`src/rtl/loopback_err_pkg.sv`:
```
// Shared types and constants for the loopback error counter.
// The bit-error feature is selected with the LOOPBACK_ERR_CNT_BITERR_EN macro.
package loopback_err_pkg;

  typedef enum logic {
    UNLOCKED = 1'b0,
    LOCKED   = 1'b1
  } lb_state_e;

  localparam int                CNT_W   = 32;
  localparam logic [CNT_W-1:0]  CNT_MAX = '1;
  localparam int                MISS_W  = 4;

  // Width needed to hold a population count of a data_w-bit word.
  function automatic int pop_w(input int data_w);
    return $clog2(data_w + 1);
  endfunction

endpackage

```
`src/rtl/loopback_popcount.sv`:
```
// Registered population count, one pipeline stage, used by the bit-error build
// (LOOPBACK_ERR_CNT_BITERR_EN) so the error count keeps the same latency as word mode.
module loopback_popcount
  import loopback_err_pkg::*;
#(
  parameter  int DATA_W = 32,
  localparam int POP_W  = pop_w(DATA_W)
) (
  input  logic              clk,
  input  logic              rst,
  input  logic [DATA_W-1:0] data_i,
  output logic [POP_W-1:0]  count_o
);

  logic [POP_W-1:0] count_d;
  logic [POP_W-1:0] count_q;

  // NOTE: every variable written in always_comb gets a default first, so no latch is inferred.
  always_comb begin
    count_d = '0;
    for (int i = 0; i < DATA_W; i++) begin
      count_d = count_d + POP_W'(data_i[i]);
    end
  end

  // NOTE: reset sits in the sensitivity list, so assertion clears the register without a clock.
  always_ff @(posedge clk or posedge rst) begin
    if (rst) count_q <= '0;
    else     count_q <= count_d;
  end

  assign count_o = count_q;

endmodule

```
`src/rtl/loopback_err_counter.sv`:
```
// Checks the loopback receive stream against a regenerated incrementing pattern and
// accumulates mismatches into a saturating count; LOOPBACK_ERR_CNT_BITERR_EN counts bits instead of words.
module loopback_err_counter
  import loopback_err_pkg::*;
#(
  parameter int DATA_W      = 32,
  parameter int INCR        = 1,
  parameter int LOST_THRESH = 4
) (
  input  logic              user_clk,
  input  logic              user_rst,
  input  logic [DATA_W-1:0] rx_data,
  input  logic              rx_valid,
  input  logic              rx_sync,
  input  logic              cnt_rst,
  output logic [CNT_W-1:0]  err_cnt,
  output logic              err_pulse,
  output logic              locked
);

  localparam logic [DATA_W-1:0] INCR_V   = DATA_W'(INCR);
  localparam logic [MISS_W-1:0] MISS_END = MISS_W'(LOST_THRESH - 1);

  lb_state_e         state_q;
  logic [DATA_W-1:0] expected_q;
  logic [MISS_W-1:0] miss_run_q;
  logic              err_pulse_q;
  logic              locked_q;
  logic              cnt_rst_q;
  logic [CNT_W-1:0]  err_cnt_q;
  logic [CNT_W-1:0]  err_cnt_d;
  logic [CNT_W-1:0]  cnt_inc;
  logic [CNT_W:0]    cnt_sum;
  logic              cnt_clr;

  // A sync request or the first valid word while unlocked reseeds the pattern and is never an error.
  // NOTE: sequential state uses non-blocking assignments so every register samples pre-edge values.
  always_ff @(posedge user_clk or posedge user_rst) begin
    if (user_rst) begin
      state_q     <= UNLOCKED;
      expected_q  <= '0;
      miss_run_q  <= '0;
      err_pulse_q <= 1'b0;
      locked_q    <= 1'b0;
    end else begin
      err_pulse_q <= 1'b0;
      locked_q    <= (state_q == LOCKED);
      if (rx_valid && (rx_sync || state_q == UNLOCKED)) begin
        expected_q <= rx_data + INCR_V;
        miss_run_q <= '0;
        state_q    <= LOCKED;
      end else if (rx_sync) begin
        miss_run_q <= '0;
        state_q    <= UNLOCKED;
      end else if (rx_valid) begin
        expected_q <= expected_q + INCR_V;
        if (rx_data != expected_q) begin
          err_pulse_q <= 1'b1;
          if (miss_run_q == MISS_END) begin
            miss_run_q <= '0;
            state_q    <= UNLOCKED;
          end else begin
            miss_run_q <= miss_run_q + 1'b1;
          end
        end else begin
          miss_run_q <= '0;
        end
      end
    end
  end

`ifdef LOOPBACK_ERR_CNT_BITERR_EN
  localparam int POP_W = pop_w(DATA_W);
  logic [POP_W-1:0] pop_q;

  loopback_popcount #(
    .DATA_W (DATA_W)
  ) u_popcount (
    .clk     (user_clk),
    .rst     (user_rst),
    .data_i  (rx_data ^ expected_q),
    .count_o (pop_q)
  );

  assign cnt_inc = err_pulse_q ? CNT_W'(pop_q) : '0;
`else
  assign cnt_inc = CNT_W'(err_pulse_q);
`endif

  // A rising edge of the software clear beats an increment landing in the same cycle.
  always_comb begin
    cnt_clr = cnt_rst & ~cnt_rst_q;
    cnt_sum = {1'b0, err_cnt_q} + {1'b0, cnt_inc};
    if (cnt_clr)             err_cnt_d = '0;
    else if (cnt_sum[CNT_W]) err_cnt_d = CNT_MAX;
    else                     err_cnt_d = cnt_sum[CNT_W-1:0];
  end

  always_ff @(posedge user_clk or posedge user_rst) begin
    if (user_rst) begin
      cnt_rst_q <= 1'b0;
      err_cnt_q <= '0;
    end else begin
      cnt_rst_q <= cnt_rst;
      err_cnt_q <= err_cnt_d;
    end
  end

  assign err_cnt   = err_cnt_q;
  assign err_pulse = err_pulse_q;
  assign locked    = locked_q;

endmodule

```
`config.mk`:
```
export PLATFORM = sky130hd
export DESIGN_NAME = loopback_err_counter
export DESIGN_NICKNAME = d
export VERILOG_FILES = /design/src/rtl/loopback_err_pkg.sv /design/src/rtl/loopback_popcount.sv /design/src/rtl/loopback_err_counter.sv
export SDC_FILE = /design/constraint.sdc
export NUM_CORES = 1
export LEC_CHECK = 0
export ABC_AREA = 1
export CAP_MARGIN = 15
export CORE_MARGIN = 5
export CORE_UTILIZATION = 56
export CTS_CLUSTER_DIAMETER = 200
export DETAILED_ROUTE_END_ITERATION = 8
export PLACE_DENSITY = 0.81
export SYNTH_ARGS = -nofsm -noshare
export SYNTH_HDL_FRONTEND = slang
export SYNTH_SLANG_ARGS = --single-unit
```
`constraint.sdc`:
```
create_clock -name user_clk -period 3.5 [get_ports user_clk]
set_input_delay 1.05 -clock user_clk [delete_from_list [all_inputs] [get_ports user_clk]]
set_output_delay 1.05 -clock user_clk [all_outputs]
set_load 0.01 [all_outputs]
```
==> summary by stage, run 1 <==
Global route
The layer with the highest usage after global routing is met2. The global routing usage summed across all routing layers is 0.2492. The total congestion overflow is 0. In the global route stage, met2 resource usage came out at 0.4392. The global-route wire length before repair is 23,640 um. The initial antenna violation count is 0.

In the global route stage, met3 resource usage came out at 0.03419. For this run, global-route usage on met1 was measured as 0.3090. The number of global-route vias before repair is 5,184. The pin count of the biggest net entering global routing is 73.

Pwr
Of the total power, the share spent switching nets is 0.3418. The share of total power dissipated in combinational logic is 0.231. The overall power of the completed layout is 2.057 mW.

In this run the static leakage power is 2.999 nW. The analysis attributes to net switching a power of 0.7030 mW. The cell-internal power is 1.354 mW. The power per cell area is 326.4 nW/um^2.

The clock group share of total power is 0.300. IR analysis of the VDD net gives a maximum drop of 192.3 uV. The sequential share of power is 0.469.

Clock network
Gates resized during post-CTS repair numbered 0. The clock slew at the register clock pins of the worst setup and hold paths is 80 ps. The number of buffers created by CTS is 9.

The clock latency on the worst-skew pair is 350 ps. Buffers added to address setup during post-CTS repair amount to 0. The root cell of the clock tree is clkbuf_8. The CTS tree is yes. The total number of H-tree levels is 3. The cts-stage hold buffer count is 0. The number of sinks handled by clock tree synthesis is 72. The maximum count of clock buffers along a single path is 2.

STA
The worst slew slack as a fraction of its limit is 0.7374. The final-report hold violation count is 0. The count of endpoints failing setup in the final report is 0. The shortest period the worst path allows is 3060 ps. The measured slew at the worst slew-check pin is 393.8 ps.

Adding up every negative setup slack in the final design gives 0 ps. The total count of max-transition violations in the final report is 0. The largest clock skew in the final design is 9.074 ps.

Setup repair after global routing left no endpoint under its margin. In the finished design, the share of the clock period the worst path needs comes to 0.8744. The timing-limited maximum frequency is 0.3267 GHz. Across all hold checks on the routed design, the worst slack comes to 442.8 ps.

Detailed routing
The number of vias in the routed layout is 5,313. The first detailed-routing pass took 5 iterations. In the routed layout, each cell is associated on average with a via count of 5.276.

The aggregate routed wire length is 14,000 um. In the routed design, unresolved DRC markers number 0. The detailed router finished its first iteration with 308 violations. The per-cell routed wire length is 13.91 um. The detail route stage leaves a number of antenna-violating nets equal to 0.

Final layout
At the end of the flow the core is filled with cells to 0.6787. The layout overhead on the synthesized area is 18.13%. Of the cells placed in the final design, the portion with a size suffix greater than 1 is 0.08542. The diode insertion count for antenna repair is 0. Fill cells in the final layout number 855. After the last flow step, the layout net total stands at 914.

Die
The die boundary height is 107.6 um. The area inside the core boundary is 9284 sq um. The floorplan step defined a die boundary enclosing 11,580 sq um. The number of I/O pins is 71. For this configuration, the core starts out at a cell density of 0.5745.

The floorplan row count is 35. The die width is 107.6 um.

Synth
Yosys attributes the largest share of cell area to dfrtp_1 (34%), nand2_1 (19%), nand3_1 (8.8%). For this run, the number of Yosys warnings is 0. The share of the Yosys chip area taken by registers is 0.3378.

After synthesis, the share of flip-flops with an asynchronous set or reset is 1.000. By count the netlist is led by nand2_1 (264), nand3_1 (94), nor2_1 (87). The leading register cell type out of synthesis is dfrtp_1. The number of register bits inferred by synthesis is 72. The most common cell in the netlist is nand2_1.

The fraction of post-synthesis cell area in the top cell type by area is 0.3378. After synthesis, the netlist uses 34 different library cells. After synthesis the cells add up to 5334 sq um. The cell type with the highest aggregate area in the netlist is dfrtp_1.

A synthesized cell averages 6.642 sq um. The number of cells produced by synthesis is 803. Counting flops with a built-in enable in the synthesized netlist gives 0. The total nets after synthesis is 844.

Worst setup path
The capturing element type of the critical path is a register. Grouping stages by cell kind, the critical path spends the most delay in simple AND/OR/NAND/NOR gates. The worst reg2reg path startpoint is state_q$_DFFE_PP0P_.

In this run the critical register-to-register path is captured at expected_q[26]$_DFFE_PP0P_. Counting both buffers and inverters, the worst setup path holds a total of 2. The largest single stage delay on the critical path is 410 ps. The worst endpoint data arrival time is 3300 ps. The most numerous cell type found on the critical path is nand2_4. The register-to-register setup slack is 1240 ps. The depth of the worst register-to-register path is 12.

The launching element type of the critical path is an input port. On the critical path, the stage with the largest delay is an instance of clkdlybuf4s50_1. The worst setup path is of the in -> reg kind. Walking the worst path, the cells encountered are clkdlybuf4s50_1 -> inv_2 -> nand2_4 -> nand2_4 -> nand2_2 -> nand2_4 -> ha_1 -> nand2_1 -> nor2_1 -> nand2_2 -> nor2_1 -> nand3_1 -> nand3_1 -> nand2_1. Data on the critical path is required at its endpoint by 3740 ps.

Of all nets on the critical path, the largest fanout is 19.

Placed design
The placed wire-length estimate after detailed placement is 10,540 um. The quantity of I/O buffers inserted on ports is 70. At the end of routability-driven placement, the weighted congestion stood at 1.015.

Job
The total of max-cap violations is 0.

Hold path
The endpoint of the worst hold-timing path is locked$_DFF_PP0_. The cell depth of the worst min-delay path is 0. The startpoint identified for the worst hold timing path is state_q$_DFFE_PP0P_.

The worst hold path class is reg -> reg.

Run status
The flow ran to the end, and the final reports show no timing, DRC or antenna violations.
## per-stage QoR
step / setup slack [ps] / cell area [sq um] / cells
floorplan: 625.1 / 5334 / 803
global placement: 118.8 / 6122 / 991
detailed placement: 80.53 / 6122 / 991
CTS: 449.1 / 6301 / 1007
global route: 276.5 / 6301 / 1007
finish: 439.5 / 6301 / 1007
## metal layers
metal,up-vias,wire [um]
met4,0,359
met3,32,859
met5,-,0
met1,2420,5782
met2,184,7003
li1,2677,-
## power by group through the flow
stage | registers [mW] | clock network, mW | logic, mW
floorplan | 0.966 | 0 | 0.340
global placement | 0.976 | 0 | 0.460
detailed placement | 0.977 | 0 | 0.473
CTS | 0.962 | 0.638 | 0.476
global route | 0.973 | 0.674 | 0.535
finish | 0.964 | 0.617 | 0.475
## cell type report
| cell class | instances | area, sq um | area share |
|---|---|---|---|
| clock buffer | 9 | 123.9 | 0.01966 |
| sequential | 72 | 1802 | 0.2859 |
| tap | 129 | 161.4 | 0.02562 |
| multi-input combinational | 626 | 3060 | 0.4857 |
| inverter | 84 | 315.3 | 0.05004 |
| clock inverter | 7 | 55.05 | 0.008737 |
| timing repair buffer | 80 | 783.3 | 0.1243 |
## cell families (layout without fill, tap and decap cells)
family,count (synthesis),count (layout),synth area share
and+or+nand+nor,521,521,0.4328
buffers and inverters,105,180,0.08844
DFF,72,72,0.3378
AOI/OAI and AO/OA,55,55,0.05606
xor gates and xnor gates,46,46,0.07553
adders and majority gates,4,4,0.009383
## flip-flops by register name, summed over array words and instances, names as in the netlist
register / flops
state_q: 1
locked: 1
cnt_rst_q: 1
expected_q: 32
err_pulse: 1
err_cnt: 32
miss_run_q: 4
## worst register-to-register path, stage by stage (launching register included)
cell and delay (ps):
dfrtp_1 400, nand2_4 170, nand2_4 230, nand2_2 90, nand2_4 70, ha_1 160
nand2_1 90, nor2_1 200, nand2_2 170, nor2_1 300, nand3_1 130, nand3_1 90
nand2_1 50
## worst max path at each step
stage	startpoint	endpoint	slack, ps	cells after the start
4_1_cts	rx_sync	expected_q[26]$_DFFE_PP0P_	450	14
6_report	rx_sync	expected_q[26]$_DFFE_PP0P_	440	14
3_3_place_gp	rx_sync	expected_q[10]$_DFFE_PP0P_	120	14
5_1_grt	rx_sync	expected_q[26]$_DFFE_PP0P_	280	14
2_1_floorplan	user_rst	cnt_rst_q$_DFF_PP0_	630	1
3_5_place_dp	rx_sync	expected_q[26]$_DFFE_PP0P_	80	14
## placed cells by master (no fill, tap or decap), types with 9 or more instances in the layout
master,instances
xnor2_1,15
nor3_1,11
nand3_1,94
a21oi_1,18
clkbuf_8,9
xor2_1,31
o21ai_0,26
dfrtp_1,72
inv_1,81
clkdlybuf4s50_1,69
buf_4,9
nand2_1,264
nor2_1,87
nand4_1,10
nand2_2,20
nor2_2,9
Note: power is estimated with default switching activity, not from simulation.
==> inputs of run 2 (changes only) <==
- CORE_UTILIZATION: 56 -> 51
- PLACE_DENSITY: 0.81 -> 0.78
- clock period: 3.5 -> 2.8 ns (I/O delays scaled with it)
==> summary by stage, run 2 (same netlist as run 1, synthesis figures left out) <==
Run status
Result of the run: completed (unchanged).

Final layout
The utilization after layout came to 0.6381 (was 0.6787). The number of fill cells is 966 (was 855). The multi-input combinational cell area is 3060 sq um (unchanged). The layout overhead on the synthesized area was 22.94% (was 18.13%). The area of all placed cells without fillers is 6558 sq um (was 6301 sq um). The share of final-layout standard cells stronger than drive strength 1 is 0.1088 (was 0.08542). Most frequent cells in the layout: nand2_1 (264), nand3_1 (94), nor2_1 (87) (unchanged).

The layout net count is 938 (was 914). The sequential cell area in the final layout is 1802 sq um (unchanged). The most common cell after layout, fill and taps aside is nand2_1 (unchanged).

The diode insertion count for antenna repair came to 0 (unchanged).

Clock network
The number of cells upsized or downsized after cts is 0 (unchanged). The number of sinks handled by clock tree synthesis was 72 (unchanged). The root cell of the clock tree is clkbuf_8 (unchanged). The maximum count of clock buffers along a single path is 2 (unchanged). The clock slew at the register clock pins of the worst setup and hold paths is 70 ps (was 80 ps). The cts-stage hold buffer count is 0 (unchanged). The number of buffers created by CTS came to 9 (unchanged).

The clock latency on the worst-skew pair was 380 ps (was 350 ps). The CTS tree is yes (unchanged). The total number of H-tree levels is 3 (unchanged). The buffers inserted during post-CTS setup optimization came to 0 (unchanged).

Detailed routing
The number of design rule violations left after detail routing is 0 (unchanged). The per-cell routed wire length is 12.87 um (was 13.91 um). The number of vias in the routed layout is 5,269 (was 5,313). The number of routed nets with antenna violations was 0 (unchanged). The aggregate routed wire length is 13,350 um (was 14,000 um). The per-cell via count in the routed design came to 5.081 (was 5.276).

The number of detailed-route iterations in the first pass was 5 (unchanged). The DRC violation total after the first TritonRoute iteration is 274 (was 308).

Die
The die boundary height is 112.3 um (was 107.6 um). The floorplan row count is 37 (was 35). The effective utilization at floorplan was 0.5190 (was 0.5745). The die footprint is 12,600 sq um (was 11,580 sq um).

The area inside the core boundary was 10,280 sq um (was 9284 sq um). The number of I/O pins is 71 (unchanged). The die width is 112.3 um (was 107.6 um).

Global route
The number of global-route vias before repair was 4,781 (was 5,184). The pin count of the biggest net entering global routing is 73 (unchanged). The global routing usage summed across all routing layers is 0.2173 (was 0.2492).

The initial antenna violation count is 0 (unchanged). The global-route wire length before repair is 22,450 um (was 23,640 um). The total congestion overflow is 0 (unchanged).

STA
The largest clock skew in the final design is 16.01 ps (was 9.074 ps). The count of endpoints failing setup in the final report was 0 (unchanged). The post-layout worst setup margin is 303.3 ps (was 439.5 ps). The final-report hold violation count is 0 (unchanged). The shortest period the worst path allows is 2497 ps. The worst slew slack as a fraction of its limit is 0.6876 (was 0.7374). RSZ-0062 raised after global routing: false (unchanged). In the finished design, the share of the clock period the worst path needs comes to 0.8917. The timing-limited maximum frequency is 0.4005 GHz.

The total count of max-transition violations in the final report is 0 (unchanged). The measured slew at the worst slew-check pin is 468.1 ps (was 393.8 ps). The summed negative setup slack over all endpoints is 0 ps (unchanged).

Hold path
The critical hold path startpoint is state_q$_DFFE_PP0P_ (unchanged). The worst hold path class is reg -> reg (unchanged). The endpoint of the worst hold-timing path is locked$_DFF_PP0_ (unchanged).

The cell depth of the worst min-delay path is 0 (unchanged).

Pwr
The leakage power is 3.147 nW (was 2.999 nW). The power per cell area is 420.3 nW/um^2 (was 326.4 nW/um^2). The worst voltage drop across the vdd grid is 214.7 uV (was 192.3 uV).

The overall power of the completed layout was 2.756 mW (was 2.057 mW).

Placed design
The placed wire-length estimate after detailed placement is 9967 um (was 10,540 um). The quantity of I/O buffers inserted on ports is 70 (unchanged). The routability congestion estimate is 0.9413 (was 1.015). The pre-CTS worst setup slack is -41.94 ps (was 80.53 ps). The cell area after placement came to 6349 sq um (was 6122 sq um).

Worst setup path
The worst endpoint data arrival time was 2780 ps (was 3300 ps). The largest fanout on the critical path is 5 (was 19). The critical setup path kind was in -> reg (unchanged). The destination of the worst register-to-register timing path is err_cnt[20]$_DFF_PP0_ (was expected_q[26]$_DFFE_PP0P_). The required time of the critical path is 3080 ps (was 3740 ps).

The register-to-register setup slack is 600 ps (was 1240 ps). The depth of the worst register-to-register path was 10 (was 12). The launching element type of the critical path was an input port (unchanged).

The startpoint of the worst setup timing path is rx_sync (unchanged). The worst reg2reg path startpoint is err_pulse$_DFF_PP0_ (was state_q$_DFFE_PP0P_). The capturing element type of the critical path was a register (unchanged).

Job
The total of max-cap violations is 0 (unchanged).
run 2: changes by cell type in the layout (fill, tap and decap cells not counted), sizes merged:
cell    delta
buf       +24
bufinv     +2
inv        -3
run 2: power by group:
part           switching, mW  internal [mW]
combinational          0.352          0.280
sequential            0.0826           1.12
clock                  0.427          0.493
total                  0.861           1.89
run 2: layout make-up:
cell class | count | share of cell area
Clock inverter | 6 | 0.01297
Multi-Input combinational cell | 626 | 0.4667
Timing Repair Buffer | 104 | 0.1526
Inverter | 84 | 0.04808
Sequential cell | 72 | 0.2748
Tap cell | 136 | 0.02595
Clock buffer | 9 | 0.01889
run 2: metal layers:
metal,wire length (um),track usage
met1,6083,0.2777
met2,6217,0.3576
met5,0,0
met4,336,0.09696
met3,712,0.04205
run 2: worst max path at each step:
stage                                       to  cells past startpoint
floorplan                  cnt_rst_q$_DFF_PP0_                      1
CTS                  expected_q[8]$_DFFE_PP0P_                     12
finish               expected_q[8]$_DFFE_PP0P_                     12
global route        expected_q[26]$_DFFE_PP0P_                     14
global placement     expected_q[8]$_DFFE_PP0P_                     12
detailed placement  expected_q[28]$_DFFE_PP0P_                     13
run 2: through the flow:
step / hold WS (ps) / std cells
finish: 437.0 / 1037
detailed placement: 422.6 / 1022
global route: 452.8 / 1037
floorplan: 410.4 / 803
global placement: 426.7 / 1022
CTS: 439.5 / 1037
run 2: critical path: stages:
cell	delay, ps
clkdlybuf4s50_1	470
inv_2	50
nand2_4	90
nand3_1	120
nand2_4	90
ha_1	160
nand2_1	100
nor2_1	220
nand2_2	160
buf_4	160
xor2_1	130
o21ai_0	180
